$ cat src/rtl/paint_pkg.sv
// Shared framebuffer geometry, colour codes and brush FSM states for the paint pipeline.
// Constants only: no latency, no flow control.
package paint_pkg;

    localparam int FB_W    = 160;
    localparam int FB_H    = 120;
    localparam int ADDR_W  = 15;
    localparam int COLOR_W = 3;

    localparam logic [COLOR_W-1:0] BLACK  = 3'd0;
    localparam logic [COLOR_W-1:0] RED    = 3'd1;
    localparam logic [COLOR_W-1:0] ORANGE = 3'd2;
    localparam logic [COLOR_W-1:0] YELLOW = 3'd3;
    localparam logic [COLOR_W-1:0] GREEN  = 3'd4;
    localparam logic [COLOR_W-1:0] BLUE   = 3'd5;
    localparam logic [COLOR_W-1:0] PURPLE = 3'd6;

    typedef enum logic [1:0] {
        IDLE  = 2'd0,
        STAMP = 2'd1,
        DONE  = 2'd2
    } brush_state_t;

endpackage

$ cat src/rtl/brush_scan.sv
// Raster dx/dy walker over [-r..r]^2, dx fastest; load presets (-r,-r).
// Moves one cell per adv pulse; holds position while adv is low.
module brush_scan (
    input  logic       clk,
    input  logic       clr,
    input  logic       load,
    input  logic [1:0] load_r,
    input  logic       adv,
    output logic [3:0] dx,
    output logic [3:0] dy,
    output logic       last
);

    logic [3:0] dx_q, dx_d;
    logic [3:0] dy_q, dy_d;
    logic [1:0] r_q, r_d;
    logic [3:0] r_ext;

    // dx/dy are 4-bit two's complement, covering -3..3
    assign r_ext = {2'b00, r_q};

    always_comb begin
        dx_d = dx_q;
        dy_d = dy_q;
        r_d  = r_q;
        if (load) begin
            r_d  = load_r;
            dx_d = 4'd0 - {2'b00, load_r};
            dy_d = 4'd0 - {2'b00, load_r};
        end else if (adv) begin
            if (dx_q == r_ext) begin
                dx_d = 4'd0 - r_ext;
                dy_d = dy_q + 4'd1;
            end else begin
                dx_d = dx_q + 4'd1;
            end
        end
    end

    always_ff @(posedge clk or negedge clr) begin
        if (!clr) begin
            dx_q <= 4'd0;
            dy_q <= 4'd0;
            r_q  <= 2'd0;
        end else begin
            dx_q <= dx_d;
            dy_q <= dy_d;
            r_q  <= r_d;
        end
    end

    assign dx   = dx_q;
    assign dy   = dy_q;
    assign last = (dx_q == r_ext) && (dy_q == r_ext);

endmodule

$ cat src/rtl/brush_stamper.sv
// Stamps a (2r+1)^2 brush into the 160x120 framebuffer, one pixel per fb_we&&fb_ready cycle.
// Write appears the cycle after trigger; fb_addr/fb_data hold while fb_ready is low.
// BRUSH_ROUND_EN: skip cells outside radius r (same cycle count, fewer writes).
module brush_stamper
    import paint_pkg::*;
#(
    parameter int X_W         = 10,
    parameter int Y_W         = 10,
    parameter int SCALE_SHIFT = 2
) (
    input  logic               clk,
    input  logic               clr,
    input  logic [X_W-1:0]     x_pos,
    input  logic [Y_W-1:0]     y_pos,
    input  logic [COLOR_W-1:0] color,
    input  logic               tool_on,
    input  logic               size_sel,
    input  logic               fb_ready,
    output logic               fb_we,
    output logic [ADDR_W-1:0]  fb_addr,
    output logic [COLOR_W-1:0] fb_data,
    output logic               busy,
    output logic [1:0]         brush_size
);

    brush_state_t state_q, state_d;

    logic [1:0]         brush_size_q, brush_size_d;
    logic               size_sel_q, size_sel_d;
    logic               last_valid_q, last_valid_d;
    logic [X_W-1:0]     last_cx_q, last_cx_d, cap_cx_q, cap_cx_d;
    logic [Y_W-1:0]     last_cy_q, last_cy_d, cap_cy_q, cap_cy_d;
    logic [COLOR_W-1:0] last_col_q, last_col_d, cap_col_q, cap_col_d;
    logic [1:0]         last_r_q, last_r_d, cap_r_q, cap_r_d;

    logic [X_W-1:0] cx;
    logic [Y_W-1:0] cy;
    logic           trigger;
    logic           scan_load;
    logic           scan_adv;
    logic           scan_last;
    logic [3:0]     dx, dy;
    logic [11:0]    px, py;
    logic           in_fb;
    logic           cell_ok;
    logic [ADDR_W-1:0] cell_addr;

    assign cx = x_pos >> SCALE_SHIFT;
    assign cy = y_pos >> SCALE_SHIFT;

    brush_scan u_scan (
        .clk    (clk),
        .clr    (clr),
        .load   (scan_load),
        .load_r (brush_size_q),
        .adv    (scan_adv),
        .dx     (dx),
        .dy     (dy),
        .last   (scan_last)
    );

    // 12-bit two's complement sum: negative cells show up as bit 11 set
    assign px = 12'(cap_cx_q) + {{8{dx[3]}}, dx};
    assign py = 12'(cap_cy_q) + {{8{dy[3]}}, dy};
    assign in_fb = !px[11] && !py[11] && (px < 12'(FB_W)) && (py < 12'(FB_H));
    assign cell_addr = ADDR_W'(py) * ADDR_W'(FB_W) + ADDR_W'(px);

`ifdef BRUSH_ROUND_EN
    logic [3:0] adx, ady;
    logic [4:0] dist2, rad2;
    assign adx     = dx[3] ? (4'd0 - dx) : dx;
    assign ady     = dy[3] ? (4'd0 - dy) : dy;
    assign dist2   = 5'(adx * adx) + 5'(ady * ady);
    assign rad2    = 5'({2'b00, cap_r_q} * {2'b00, cap_r_q});
    assign cell_ok = in_fb && (dist2 <= rad2);
`else
    assign cell_ok = in_fb;
`endif

    always_comb begin
        state_d      = state_q;
        brush_size_d = brush_size_q;
        size_sel_d   = size_sel;
        last_valid_d = last_valid_q;
        last_cx_d    = last_cx_q;
        last_cy_d    = last_cy_q;
        last_col_d   = last_col_q;
        last_r_d     = last_r_q;
        cap_cx_d     = cap_cx_q;
        cap_cy_d     = cap_cy_q;
        cap_col_d    = cap_col_q;
        cap_r_d      = cap_r_q;
        scan_load    = 1'b0;
        scan_adv     = 1'b0;
        fb_we        = 1'b0;
        fb_addr      = '0;
        fb_data      = '0;

        if (size_sel && !size_sel_q) begin
            brush_size_d = brush_size_q + 2'd1;
        end

        trigger = (state_q == IDLE) && tool_on &&
                  (!last_valid_q || (cx != last_cx_q) || (cy != last_cy_q) ||
                   (color != last_col_q) || (brush_size_q != last_r_q));

        case (state_q)
            IDLE: begin
                if (trigger) begin
                    cap_cx_d  = cx;
                    cap_cy_d  = cy;
                    cap_col_d = color;
                    cap_r_d   = brush_size_q;
                    scan_load = 1'b1;
                    state_d   = STAMP;
                end
            end
            STAMP: begin
                fb_we    = cell_ok;
                fb_addr  = cell_ok ? cell_addr : '0;
                fb_data  = cell_ok ? cap_col_q : '0;
                scan_adv = !cell_ok || fb_ready;
                if (scan_adv && scan_last) begin
                    state_d = DONE;
                end
            end
            DONE: begin
                last_cx_d    = cap_cx_q;
                last_cy_d    = cap_cy_q;
                last_col_d   = cap_col_q;
                last_r_d     = cap_r_q;
                last_valid_d = 1'b1;
                state_d      = IDLE;
            end
            default: state_d = IDLE;
        endcase

        // Painting disabled forgets the last stamp so re-enabling always paints once
        if (!tool_on) begin
            last_valid_d = 1'b0;
        end
    end

    always_ff @(posedge clk or negedge clr) begin
        if (!clr) begin
            state_q      <= IDLE;
            brush_size_q <= 2'd0;
            size_sel_q   <= 1'b0;
            last_valid_q <= 1'b0;
            last_cx_q    <= '0;
            last_cy_q    <= '0;
            last_col_q   <= '0;
            last_r_q     <= 2'd0;
            cap_cx_q     <= '0;
            cap_cy_q     <= '0;
            cap_col_q    <= '0;
            cap_r_q      <= 2'd0;
        end else begin
            state_q      <= state_d;
            brush_size_q <= brush_size_d;
            size_sel_q   <= size_sel_d;
            last_valid_q <= last_valid_d;
            last_cx_q    <= last_cx_d;
            last_cy_q    <= last_cy_d;
            last_col_q   <= last_col_d;
            last_r_q     <= last_r_d;
            cap_cx_q     <= cap_cx_d;
            cap_cy_q     <= cap_cy_d;
            cap_col_q    <= cap_col_d;
            cap_r_q      <= cap_r_d;
        end
    end

    assign busy       = (state_q == STAMP);
    assign brush_size = brush_size_q;

endmodule

$ cat config.mk
export PLATFORM = sky130hd
export DESIGN_NAME = brush_stamper
export DESIGN_NICKNAME = d
export VERILOG_FILES = /design/src/rtl/paint_pkg.sv /design/src/rtl/brush_scan.sv /design/src/rtl/brush_stamper.sv
export SDC_FILE = /design/constraint.sdc
export NUM_CORES = 1
export LEC_CHECK = 0
export ABC_AREA = 1
export CAP_MARGIN = 40
export CORE_MARGIN = 3
export CORE_UTILIZATION = 30
export CTS_CLUSTER_SIZE = 24
export DETAILED_ROUTE_END_ITERATION = 10
export GPL_TIMING_DRIVEN = 0
export SLEW_MARGIN = 40
export SYNTH_ARGS = -nofsm -noshare
export SYNTH_HDL_FRONTEND = slang
export SYNTH_SLANG_ARGS = --single-unit
export TNS_END_PERCENT = 10
$ cat constraint.sdc
create_clock -name clk -period 13.2 [get_ports clk]
set_input_delay 2.64 -clock clk [delete_from_list [all_inputs] [get_ports clk]]
set_output_delay 2.64 -clock clk [all_outputs]
set_load 0.005 [all_outputs]
**Yosys cells after proc, flatten, opt, wreduce, memory -nomap -nowiden**

Cells that the tools add are included.

- Output and inout bits: 22
- Logic and storage cells: 80
- Memories: 0
- Latch bits: 0
- Input bits: 28
- Register bits after elaboration: 58
- ROM bits: 0
- Memory bits (writable): 0

- Shift operators: 0
- Multipliers: 1
- Add/sub/neg operators: 8
- Order comparisons: 2
- Reductions and logical operators: 24
- Bitwise gates (word level): 0
- Eq/ne operators: 11
- Div/mod/pow operators: 0
- Mux-type cells: 19

Operators with widths:

| kind | count |
|---|---|
| 15-bit two-way mux | 2 |
| 4-bit two-way mux | 6 |
| 9-bit by 4-bit adder with 10-bit output | 2 |
| 8-bit inequality test | 2 |
| 15-bit by 12-bit adder with 15-bit output | 1 |
| 12-bit by 7-bit < comparator with 1-bit output (second input constant) | 1 |
| 12-bit by 8-bit < comparator with 1-bit output (second input constant) | 1 |
| 12-bit by 3-bit multiplier with 10-bit output (second input constant) | 1 |
| 4-bit by 1-bit adder with 4-bit output (second input constant) | 2 |
| 4-bit by 2-bit equality test with 1-bit output | 2 |
| 1-bit logical AND | 8 |
| 1-bit two-way mux | 6 |
| 3-bit two-way mux | 2 |
| 2-bit AND reduction | 3 |
| 1-bit by 2-bit subtractor with 3-bit output (first input constant) | 2 |
| 1-bit zero test | 5 |
| 1-bit logical OR | 5 |
| 2-bit two-way mux | 2 |
| 2-bit by 1-bit inequality test with 1-bit output (second input constant) | 2 |
| 2-bit case mux with 2 select lines | 1 |
| 2-bit nonzero test | 2 |
| 3-bit inequality test | 1 |
| 2-bit by 1-bit adder with 2-bit output (second input constant) | 1 |
| 2-bit by 1-bit equality test with 1-bit output (second input constant) | 1 |
| other kinds (4) | 4 |

**Logic depth before layout (Yosys ltp)**

Gate-level depths: netlist of the first run.

- Depth in word-level cells: 10
- Gate-level depth with buffers: 25
- Gate-level depth less buffers: 25

**Hierarchy**

A second synthesis of the first run with hierarchy kept.

- Cells, all modules: 645
- Area, all modules: 4713.3 um2

By module, submodules not included:

| module | times used | area each (um2) | sequential area each (um2) | cells an instance |
|---|---|---|---|---|
| brush_stamper | 1 | 3993.8 | 1201.2 | 547 |
| brush_scan | 1 | 719.4 | 250.2 | 98 |

**Worst setup path before layout of the first run**

No wires, ideal clock.

- Kind: flip-flop to output port
- Start point: reg u_scan.dy_q[0], in the netlist u_scan.dy[0]
- End point: out fb_addr[14]
- Cell stages (with the launch flop): 23
- Path buffers: 0
- Required time: 10.560 ns
- Path slack: 6.719 ns
- Data arrival time: 3.841 ns
- Cells stage by stage: dfrtp_1 > ha_1 > inv_1 > fa_1 > nand3b_1 > nand2_2 > xor2_1 > ha_1 > ha_1 > a21o_1 > a31oi_1 > xor2_1 > inv_1 > ha_1 > a21oi_1 > o21ai_0 > a21oi_1 > nor2_1 > nand2_1 > nand3_1 > nand2_1 > nand2_1 > a21oi_1

- Cells in the longest elaborated chain, start to end: 7
- Elaborated cells between the ends (all ways): 10
- Those cells by class: add/sub: 2; mul: 1; order compare: 1; mux: 2; reduce/logical: 4

RTL lines:

| what | RTL line | source |
|---|---|---|
| from (decl) | brush_scan.sv:15 | `logic [3:0] dy_q, dy_d;` |
| from (signal assigned) | brush_scan.sv:47 | `dy_q <= dy_d;` |
| 9-bit by 4-bit adder with 10-bit output (*) | brush_stamper.sv:64 | `assign py = 12'(cap_cy_q) + {{8{dy[3]}}, dy};` |
| branches (longest 4 deep; another with 15-bit by 12-bit adder with 15-bit output) | - |  |
| 15-bit two-way mux (*) | brush_stamper.sv:120 | `fb_addr = cell_ok ? cell_addr : '0;` |
| 15-bit two-way mux (*) | brush_stamper.sv:107 | `case (state_q)` |
| to (decl) | brush_stamper.sv:20 | `output logic [ADDR_W-1:0] fb_addr,` |

Every way passes the cells marked *.

**Worst setup path in the final report of the first run**

Ends and elaborated chain as after synthesis.

==> metrics.json, run 1 <==
{
  "outcome": {"value": "complete, no violations"},
  "hold_class": {"value": "reg2reg"},
  "synth-simple-area-share": {"value": 0.284},
  "cts-root-to-sink-buffers": {"value": 2},
  "wl": {"value": 11100, "unit": "um"},
  "critical_path_arrival": {"value": 5.19, "unit": "ns"},
  "r2r_slack": {"value": 10.42, "unit": "ns"},
  "grt_pass1_wl": {"value": 18500, "unit": "um"},
  "fp.dieArea": {"value": 16200, "unit": "um2"},
  "clock_insertion_delay_worst_skew": {"value": 0.29, "unit": "ns"},
  "yosys.area_share.xor_xnor": {"value": 0.0478},
  "gr-max-usage-layer": {"value": "met2"},
  "drcViolationCount": {"value": 0},
  "yosysMostFrequentCell": {"value": "sky130_fd_sc_hd__nand2_1"},
  "finalClockSkew": {"value": 0.00699, "unit": "ns"},
  "grt_usage": {"value": 0.139},
  "die_width": {"value": 127, "unit": "um"},
  "flow.area_growth_from_synthesis": {"value": 19.2, "unit": "%"},
  "port_buffers": {"value": 45},
  "synthTopCellsByCount": {"value": "sky130_fd_sc_hd__nand2_1 (165), sky130_fd_sc_hd__inv_1 (85), sky130_fd_sc_hd__dfrtp_1 (56)"},
  "drt-vias-per-instance": {"value": 4.69},
  "synth_adder_area_share": {"value": 0.123},
  "ctsHtreeMaxLevel": {"value": 2},
  "route.antenna.remaining_nets": {"value": 0},
  "ios": {"value": 50},
  "postSynth.asyncResetShare": {"value": 1.00},
  "yosys_warnings": {"value": 0},
  "path_clk_slew": {"value": 0.07, "unit": "ns"},
  "synthesis.nets": {"value": 668},
  "row_count": {"value": 43},
  "fp.coreArea": {"value": 14100, "unit": "um2"},
  "combinational_family_with_the_most_area_after_synthesis": {"value": "simple AND/OR/NAND/NOR gates"},
  "gp_routability_congestion": {"value": 0.863},
  "critical_path_peak_fanout": {"value": 7},
  "detail_route.iter0.violations": {"value": 143},
  "layout.nets": {"value": 721},
  "post_route_cells_drive_above_1_share": {"value": 0.0812},
  "post_cts_resize_count": {"value": 0},
  "numCtsBuffers": {"value": 5},
  "groute.layer.met3.usage": {"value": 0.0125},
  "finalHoldViolCount": {"value": 0},
  "setup.worst_path.class": {"value": "reg2out"},
  "yosys_most_used_dff": {"value": "sky130_fd_sc_hd__dfrtp_1"},
  "critical_path.startpoint_type": {"value": "flip-flop"},
  "postCtsSetupRepairBufs": {"value": 0},
  "fin_setup_tns": {"value": 0, "unit": "ns"},
  "grt_max_degree": {"value": 38},
  "groute.layer.met2.usage": {"value": 0.228},
  "share_of_cell_area_taken_by_muxes_after_synthesis": {"value": 0.0154},
  "critical_path.endpoint_type": {"value": "output pin"},
  "final_min_period_over_clock_period": {"value": 0.593},
  "grt.overflow.total": {"value": 0},
  "synth-seq-cells": {"value": 56},
  "synth_area_per_inst": {"value": 7.34, "unit": "um2"},
  "max_cap_viol_count": {"value": 0},
  "grt_antenna_before_repair": {"value": 0},
  "slew_viol_final": {"value": 0},
  "drt_wl_cell": {"value": 13.3, "unit": "um"},
  "finalWorstPathRequiredPeriod": {"value": 7.83, "unit": "ns"},
  "root_buffer": {"value": "sky130_fd_sc_hd__clkbuf_16"},
  "vias": {"value": 3907},
  "synth_compound_area_frac": {"value": 0.126},
  "fp.dieH": {"value": 127, "unit": "um"},
  "synth-edff-count": {"value": 0},
  "worst_pin_slew": {"value": 0.723, "unit": "ns"},
  "syn_area": {"value": 4400, "unit": "um2"},
  "ctsHoldBuffers": {"value": 0},
  "clock.fmax": {"value": 128, "unit": "MHz"},
  "rsz_0062_raised_after_global_routing": {"value": "no"},
  "synth.yosys.seq_area_share": {"value": 0.319},
  "worst-endpoint-required": {"value": 10.56, "unit": "ns"},
  "numClockSinks": {"value": 56},
  "start_util": {"value": 0.312},
  "cts_tree": {"value": "done"},
  "antenna_cells_inserted": {"value": 0},
  "drtPass1Iterations": {"value": 4},
  "netlist.area_leader.share": {"value": 0.319},
  "slew_headroom": {"value": 0.516},
  "grt.met1_usage": {"value": 0.203},
  "postSynthCellCount": {"value": 599},
  "synth_largest_area_cell": {"value": "sky130_fd_sc_hd__dfrtp_1"},
  "yosys-top-cells-area": {"value": "sky130_fd_sc_hd__dfrtp_1 (32%), sky130_fd_sc_hd__nand2_1 (14%), sky130_fd_sc_hd__ha_1 (11%)"},
  "count_of_different_cell_masters_after_synthesis": {"value": 38},
  "dp_hpwl": {"value": 9100, "unit": "um"},
  "setup-violations-final": {"value": 0},
  "grt_pass1_vias": {"value": 3676}
}
==> cell families after synthesis <==
family,count (synthesis)
AND/OR/NAND/NOR,281
multiplexers,6
flip-flops,56
adder cells (fa/ha/maj),41
XOR/XNOR,24
buffers and inverters,97
AO/OA/AOI/OAI,94
==> cell type report <==
class,instances,area (um2)
clock buffers,7,143
plain buffers,10,45.0
repair buffers,46,468
multi-input cells,446,2630
flip-flops and latches,56,1400
clock inverters,1,7.51
well taps,180,225
fillers,1518,8850
inverters,87,328
==> metrics by stage <==
step                      hold WS [ns]  instances   util  setup slack, ns  cell area [um2]
after floorplan                  0.453        599      -             6.72             4400
after global placement           0.471        824  0.360             5.73             5070
after detailed placement         0.475        825  0.361             5.66             5090
after CTS                        0.493        833  0.372             5.33             5240
after global routing             0.528        833  0.372             4.95             5240
final                            0.488        833  0.372             5.37             5240
==> sequential cells by signal (all words and copies together) (netlist names) <==
name	cells
cap_cx_q	8
cap_cy_q	8
last_cx_q	8
last_cy_q	8
u_scan.dx	4
u_scan.dy	4
cap_col_q	3
last_col_q	3
brush_size	2
cap_r_q	2
last_r_q	2
state_q	2
last_valid_q	1
size_sel_q	1
==> metal layers <==
layer  vias to the layer above  share of wire
met3                        11          0.032
met5                         -              0
met4                         0         0.0097
met2                        68           0.45
met1                      1773           0.51
li1                       2055              -
==> worst max-delay path, stage by stage (launching register included) <==
cell,delay (ns)
sky130_fd_sc_hd__dfrtp_1,0.49
sky130_fd_sc_hd__ha_1,0.26
sky130_fd_sc_hd__inv_1,0.07
sky130_fd_sc_hd__fa_1,0.40
sky130_fd_sc_hd__nand3b_1,0.19
sky130_fd_sc_hd__nand2_2,0.11
sky130_fd_sc_hd__xor2_1,0.28
sky130_fd_sc_hd__ha_1,0.21
sky130_fd_sc_hd__ha_1,0.28
sky130_fd_sc_hd__a21o_1,0.22
sky130_fd_sc_hd__a31oi_1,0.17
sky130_fd_sc_hd__xor2_1,0.16
sky130_fd_sc_hd__inv_1,0.06
sky130_fd_sc_hd__ha_1,0.35
sky130_fd_sc_hd__a21oi_1,0.18
sky130_fd_sc_hd__o21ai_0,0.09
sky130_fd_sc_hd__a21oi_1,0.32
sky130_fd_sc_hd__nor2_1,0.13
sky130_fd_sc_hd__nand2_1,0.08
sky130_fd_sc_hd__nand3_1,0.09
sky130_fd_sc_hd__nand2_1,0.08
sky130_fd_sc_hd__nand2_1,0.04
sky130_fd_sc_hd__a21oi_1,0.13
sky130_fd_sc_hd__clkdlybuf4s50_1,0.51
==> path summary, 6_finish.rpt <==
| kind | end | cells after the start | startpoint |
|---|---|---|---|
| min reg2reg | last_col_q[0] | 2 | last_col_q[0] |
| min in group asynchronous | size_sel_q | 1 | clr |
| max in group asynchronous | cap_cx_q[7] | 2 | clr |
| min | last_col_q[0] | 2 | last_col_q[0] |
| max reg2reg | u_scan.dy[0] | 14 | u_scan.dy[0] |
| max | fb_addr[14] | 23 | u_scan.dy[0] |
==> layout by cell type (no fill, tap or decap), types with 5 or more instances in the layout <==
cell type and instances:
sky130_fd_sc_hd__nand2_1 165, sky130_fd_sc_hd__inv_1 85, sky130_fd_sc_hd__xnor2_1 11, sky130_fd_sc_hd__clkbuf_16 5
sky130_fd_sc_hd__xor2_1 13, sky130_fd_sc_hd__dfrtp_1 56, sky130_fd_sc_hd__nand2_2 11, sky130_fd_sc_hd__o21ai_2 5
sky130_fd_sc_hd__nor2_1 37, sky130_fd_sc_hd__clkdlybuf4s50_1 44, sky130_fd_sc_hd__clkbuf_1 7, sky130_fd_sc_hd__o22ai_1 6
sky130_fd_sc_hd__nand4_1 11, sky130_fd_sc_hd__a21oi_1 22, sky130_fd_sc_hd__ha_1 37, sky130_fd_sc_hd__o21ai_0 43
sky130_fd_sc_hd__nand3_1 36, sky130_fd_sc_hd__a21oi_2 5, sky130_fd_sc_hd__nand3_2 5, sky130_fd_sc_hd__mux2_2 6
Power of run 1 is not shown: default switching activity piles up to over one toggle a cycle in this logic, so the estimate is an artifact.
==> inputs of run 2 (changes only) <==
==> constraint.sdc (replaced) <==
create_clock -name clk -period 6.5 [get_ports clk]
set_input_delay 1.3 -clock clk [delete_from_list [all_inputs] [get_ports clk]]
set_output_delay 1.3 -clock clk [all_outputs]
set_load 0.005 [all_outputs]
==> metrics.json, run 2 (synthesis gave the netlist of run 1 again) <==
{
  "outcome": {"value": "complete, no violations"},
  "clock.fmax": {"value": 163, "unit": "MHz"},
  "groute.layer.met3.usage": {"value": 0.0125},
  "numCtsBuffers": {"value": 5},
  "grt.met1_usage": {"value": 0.203},
  "setup.worst_path.class": {"value": "reg2out"},
  "start_util": {"value": 0.312},
  "fin_setup_tns": {"value": 0, "unit": "ns"},
  "finalHoldViolCount": {"value": 0},
  "fp.dieH": {"value": 127, "unit": "um"},
  "finalClockSkew": {"value": 0.00788, "unit": "ns"},
  "row_count": {"value": 43},
  "detail_route.iter0.violations": {"value": 129},
  "min_to": {"value": "last_col_q[0]"},
  "finalWorstPathRequiredPeriod": {"value": 6.13, "unit": "ns"},
  "timing.rr.end": {"value": "u_scan.dy[0]"},
  "regToRegStartpoint": {"value": "cap_cy_q[0]"},
  "critical_path_peak_fanout": {"value": 5},
  "rsz_0062_raised_after_global_routing": {"value": "no"},
  "groute.layer.met2.usage": {"value": 0.228},
  "grt_max_degree": {"value": 38},
  "flow.area_growth_from_synthesis": {"value": 20.6, "unit": "%"},
  "design_area": {"value": 5310, "unit": "um2"},
  "timing.reg2reg.worst_path_depth": {"value": 16},
  "clock_insertion_delay_worst_skew": {"value": 0.29, "unit": "ns"},
  "max_cap_viol_count": {"value": 0},
  "final_min_period_over_clock_period": {"value": 0.943},
  "grt_pass1_vias": {"value": 3680},
  "slew_viol_final": {"value": 0},
  "worst_pin_slew": {"value": 0.750, "unit": "ns"},
  "drt_wl_cell": {"value": 13.3, "unit": "um"},
  "hold_class": {"value": "reg2reg"},
  "grt_pass1_wl": {"value": 18500, "unit": "um"},
  "vias": {"value": 3932},
  "critical_path.endpoint_type": {"value": "output pin"},
  "slew_headroom": {"value": 0.498},
  "critical_path_arrival": {"value": 4.83, "unit": "ns"},
  "worst-endpoint-required": {"value": 5.20, "unit": "ns"},
  "ctsHoldBuffers": {"value": 0},
  "grt_antenna_before_repair": {"value": 0},
  "root_buffer": {"value": "sky130_fd_sc_hd__clkbuf_16"},
  "port_buffers": {"value": 45},
  "grt.overflow.total": {"value": 0},
  "worstHoldStart": {"value": "last_col_q[0]"},
  "path_clk_slew": {"value": 0.07, "unit": "ns"},
  "drt-vias-per-instance": {"value": 4.69},
  "antenna_cells_inserted": {"value": 0},
  "numClockSinks": {"value": 56},
  "cts_tree": {"value": "done"},
  "route.antenna.remaining_nets": {"value": 0},
  "setup-violations-final": {"value": 0},
  "ctsHtreeMaxLevel": {"value": 2},
  "post_route_cells_drive_above_1_share": {"value": 0.0988},
  "dp_hpwl": {"value": 9100, "unit": "um"},
  "fp.dieArea": {"value": 16200, "unit": "um2"},
  "mostFrequentLayoutCells": {"value": "sky130_fd_sc_hd__nand2_1 (165), sky130_fd_sc_hd__inv_1 (85), sky130_fd_sc_hd__dfrtp_1 (54)"},
  "fin_cells": {"value": 838},
  "area_post_placement": {"value": 5090, "unit": "um2"},
  "critical_path.startpoint_type": {"value": "flip-flop"},
  "hold_depth": {"value": 2},
  "layout.cells.most_common": {"value": "sky130_fd_sc_hd__nand2_1"},
  "grt_usage": {"value": 0.139},
  "r2r_slack": {"value": 3.87, "unit": "ns"},
  "drcViolationCount": {"value": 0},
  "layout.nets": {"value": 726},
  "fp.coreArea": {"value": 14100, "unit": "um2"},
  "drtPass1Iterations": {"value": 4},
  "final_util": {"value": 0.376},
  "gr-max-usage-layer": {"value": "met2"},
  "wl": {"value": 11200, "unit": "um"},
  "ios": {"value": 50},
  "die_width": {"value": 127, "unit": "um"},
  "dpl.cell_count": {"value": 825},
  "cts-root-to-sink-buffers": {"value": 2},
  "gp_routability_congestion": {"value": 0.863}
}
==> run 2: cell type report <==
type	count	area (um2)
plain buffers	10	45.0
clock buffers	7	143
clock inverters	1	7.51
fillers	1509	8790
inverters	87	328
multi-input cells	446	2650
flip-flops and latches	56	1400
well taps	180	225
repair buffers	51	505
==> run 2: stage by stage <==
stage	hold WS, ns	setup WS (ns)
after floorplan	0.453	1.36
after global placement	0.471	0.366
after detailed placement	0.475	0.301
after CTS	0.493	0.0756
after global routing	0.528	0.0520
final	0.488	0.373
==> run 2: what timing repair did <==
action,4_1_cts,5_1_grt
pin swaps,0,0
endpoints found under the setup margin,1,1
resized for setup,1,6
setup buffers,0,5
==> run 2: worst max-delay path by stage <==
stage,from,end,slack (ns)
finish,cap_cy_q[0],fb_addr[14],0.37
global route,cap_cy_q[0],fb_addr[14],0.05
CTS,u_scan.dy[0],fb_addr[14],0.08
detailed placement,u_scan.dy[0],fb_addr[14],0.30
global placement,u_scan.dy[0],fb_addr[14],0.37
floorplan,u_scan.dy[0],fb_addr[14],1.36
==> run 2: critical path, stage by stage (launching register included) <==
cell and delay, ns:
sky130_fd_sc_hd__dfrtp_1 0.42, sky130_fd_sc_hd__ha_2 0.23, sky130_fd_sc_hd__inv_1 0.05, sky130_fd_sc_hd__fa_1 0.40
sky130_fd_sc_hd__nand3b_1 0.19, sky130_fd_sc_hd__nand2_2 0.12, sky130_fd_sc_hd__xor2_2 0.21, sky130_fd_sc_hd__ha_1 0.18
sky130_fd_sc_hd__ha_1 0.28, sky130_fd_sc_hd__a21o_1 0.22, sky130_fd_sc_hd__a31oi_1 0.17, sky130_fd_sc_hd__xor2_1 0.16
sky130_fd_sc_hd__inv_1 0.06, sky130_fd_sc_hd__ha_2 0.30, sky130_fd_sc_hd__a21oi_1 0.17, sky130_fd_sc_hd__o21ai_0 0.12
sky130_fd_sc_hd__a21oi_2 0.20, sky130_fd_sc_hd__nor2_1 0.10, sky130_fd_sc_hd__nand2_1 0.09, sky130_fd_sc_hd__nand3_1 0.09
sky130_fd_sc_hd__nand2_1 0.08, sky130_fd_sc_hd__nand2_1 0.04, sky130_fd_sc_hd__a21oi_1 0.13, sky130_fd_sc_hd__clkdlybuf4s50_1 0.51
==> run 2: routing by layer <==
| layer | share of wire | vias to the layer above |
|---|---|---|
| li1 | - | 2062 |
| met1 | 0.52 | 1794 |
| met2 | 0.45 | 65 |
| met3 | 0.021 | 11 |
| met4 | 0.0097 | 0 |
| met5 | 0 | - |
Power of run 2 is left out for the same reason.
==> inputs of run 3 (changes only) <==
--- a/config.mk
+++ b/config.mk
@@ -12,7 +12,7 @@
 export CTS_CLUSTER_SIZE = 24
 export DETAILED_ROUTE_END_ITERATION = 10
 export GPL_TIMING_DRIVEN = 0
-export SLEW_MARGIN = 40
+export SLEW_MARGIN = 20
 export SYNTH_ARGS = -nofsm -noshare
 export SYNTH_HDL_FRONTEND = slang
 export SYNTH_SLANG_ARGS = --single-unit
==> metrics.json, run 3 (synthesis gave the netlist of run 1 again) <==
{
  "grt.overflow.total": {"value": 0},
  "route.antenna.remaining_nets": {"value": 0},
  "grt_pass1_vias": {"value": 3694},
  "port_buffers": {"value": 45},
  "mostFrequentLayoutCells": {"value": "sky130_fd_sc_hd__nand2_1 (165), sky130_fd_sc_hd__inv_1 (85), sky130_fd_sc_hd__dfrtp_1 (54)"},
  "finalHoldViolCount": {"value": 0},
  "drt_wl_cell": {"value": 13.3, "unit": "um"},
  "rsz_0062_raised_after_global_routing": {"value": "no"},
  "cts-root-to-sink-buffers": {"value": 2},
  "post_route_cells_drive_above_1_share": {"value": 0.0973},
  "ctsHtreeMaxLevel": {"value": 2},
  "path_clk_slew": {"value": 0.07, "unit": "ns"},
  "fp.coreArea": {"value": 14100, "unit": "um2"},
  "fin_worst_hold_slack": {"value": 0.488, "unit": "ns"},
  "grt_max_degree": {"value": 57},
  "setup.worst_path.class": {"value": "reg2out"},
  "finalClockSkew": {"value": 0.00919, "unit": "ns"},
  "start_util": {"value": 0.312},
  "antenna_cells_inserted": {"value": 0},
  "numCtsBuffers": {"value": 5},
  "outcome": {"value": "complete, no violations"},
  "hold_depth": {"value": 2},
  "grt_pass1_wl": {"value": 18400, "unit": "um"},
  "root_buffer": {"value": "sky130_fd_sc_hd__clkbuf_16"},
  "drt-vias-per-instance": {"value": 4.74},
  "final_min_period_over_clock_period": {"value": 0.940},
  "layout.nets": {"value": 726},
  "clock.fmax": {"value": 164, "unit": "MHz"},
  "fin_cells": {"value": 838},
  "die_width": {"value": 127, "unit": "um"},
  "critical_path_peak_fanout": {"value": 5},
  "r2r_slack": {"value": 3.88, "unit": "ns"},
  "worst-endpoint-required": {"value": 5.20, "unit": "ns"},
  "row_count": {"value": 43},
  "worst_pin_slew": {"value": 0.753, "unit": "ns"},
  "hold_class": {"value": "reg2reg"},
  "slew_viol_final": {"value": 0},
  "gp_routability_congestion": {"value": 0.863},
  "placement.setup.worst_slack": {"value": 0.304, "unit": "ns"},
  "setup-violations-final": {"value": 0},
  "grt_antenna_before_repair": {"value": 0},
  "fp.dieArea": {"value": 16200, "unit": "um2"},
  "drcViolationCount": {"value": 0},
  "timing.rr.end": {"value": "u_scan.dy[0]"},
  "ios": {"value": 50},
  "fp.dieH": {"value": 127, "unit": "um"},
  "fin_setup_tns": {"value": 0, "unit": "ns"},
  "wl": {"value": 11200, "unit": "um"},
  "dp_hpwl": {"value": 8960, "unit": "um"},
  "flow.area_growth_from_synthesis": {"value": 20.6, "unit": "%"},
  "critical_path_arrival": {"value": 4.81, "unit": "ns"},
  "min_to": {"value": "last_col_q[0]"},
  "vias": {"value": 3971},
  "finalWorstPathRequiredPeriod": {"value": 6.11, "unit": "ns"},
  "critical_path.startpoint_type": {"value": "flip-flop"},
  "detail_route.iter0.violations": {"value": 136},
  "dpl.cell_count": {"value": 825},
  "worstHoldStart": {"value": "last_col_q[0]"},
  "final.setup.worst_slack": {"value": 0.390, "unit": "ns"},
  "cts_tree": {"value": "done"},
  "timing.reg2reg.worst_path_depth": {"value": 16},
  "max_cap_viol_count": {"value": 0},
  "layout.cells.most_common": {"value": "sky130_fd_sc_hd__nand2_1"},
  "numClockSinks": {"value": 56},
  "critical_path.endpoint_type": {"value": "output pin"},
  "regToRegStartpoint": {"value": "cap_cy_q[0]"},
  "grt_usage": {"value": 0.138},
  "slew_headroom": {"value": 0.496},
  "drtPass1Iterations": {"value": 4},
  "clock_insertion_delay_worst_skew": {"value": 0.29, "unit": "ns"}
}
[run 3: how the worst max path moves through the flow]
stage,start,endpoint,slack (ns),depth (start not counted)
2_1_floorplan,u_scan.dy[0],fb_addr[14],1.36,22
3_3_place_gp,u_scan.dy[0],fb_addr[14],0.37,23
3_5_place_dp,u_scan.dy[0],fb_addr[14],0.30,23
4_1_cts,u_scan.dy[0],fb_addr[14],0.08,23
5_1_grt,cap_cy_q[0],fb_addr[14],0.03,22
6_report,cap_cy_q[0],fb_addr[14],0.39,23
[run 3: stage by stage]
stage | util | cell area [um2]
3_5_place_dp | 0.362 | 5100
3_3_place_gp | 0.360 | 5070
4_1_cts | 0.373 | 5250
5_1_grt | 0.376 | 5310
2_1_floorplan | - | 4400
6_report | 0.376 | 5310
[run 3: layout make-up]
| class | instances | area, um2 |
|---|---|---|
| tap | 180 | 225 |
| buffer | 10 | 45.0 |
| fill | 1519 | 8790 |
| timing repair buffer | 51 | 513 |
| multi-input combinational | 446 | 2640 |
| clock buffer | 7 | 143 |
| inverter | 87 | 328 |
| clock inverter | 1 | 7.51 |
| sequential | 56 | 1400 |
[run 3: metal layers]
metal,up-vias,wire (um),global-route usage
met5,-,0,0
met4,0,129,0.0284
met3,11,449,0.0121
met1,1810,5610,0.203
li1,2065,-,-
met2,85,4960,0.224
[run 3: what timing repair did]
action / CTS / global route
resized for setup: 1 / 5
pin swaps: 0 / 0
setup endpoints to repair: 1 / 1
buffers inserted: 0 / 5
hold buffers: 0 / 0
[run 3: critical path: stages (launching register included)]
cell and delay [ns]:
sky130_fd_sc_hd__dfrtp_1 0.42, sky130_fd_sc_hd__ha_2 0.22, sky130_fd_sc_hd__inv_1 0.05, sky130_fd_sc_hd__fa_1 0.40, sky130_fd_sc_hd__nand3b_1 0.19, sky130_fd_sc_hd__nand2_2 0.12, sky130_fd_sc_hd__xor2_2 0.21, sky130_fd_sc_hd__ha_1 0.18
sky130_fd_sc_hd__ha_1 0.28, sky130_fd_sc_hd__a21o_1 0.22, sky130_fd_sc_hd__a31oi_1 0.16, sky130_fd_sc_hd__xor2_1 0.15, sky130_fd_sc_hd__inv_1 0.05, sky130_fd_sc_hd__ha_2 0.30, sky130_fd_sc_hd__a21oi_1 0.17, sky130_fd_sc_hd__o21ai_0 0.13
sky130_fd_sc_hd__a21oi_2 0.21, sky130_fd_sc_hd__nor2_1 0.10, sky130_fd_sc_hd__nand2_1 0.09, sky130_fd_sc_hd__nand3_1 0.09, sky130_fd_sc_hd__nand2_1 0.08, sky130_fd_sc_hd__nand2_1 0.05, sky130_fd_sc_hd__a21oi_1 0.13, sky130_fd_sc_hd__clkdlybuf4s50_1 0.51
Power of run 3 is left out for the same reason.
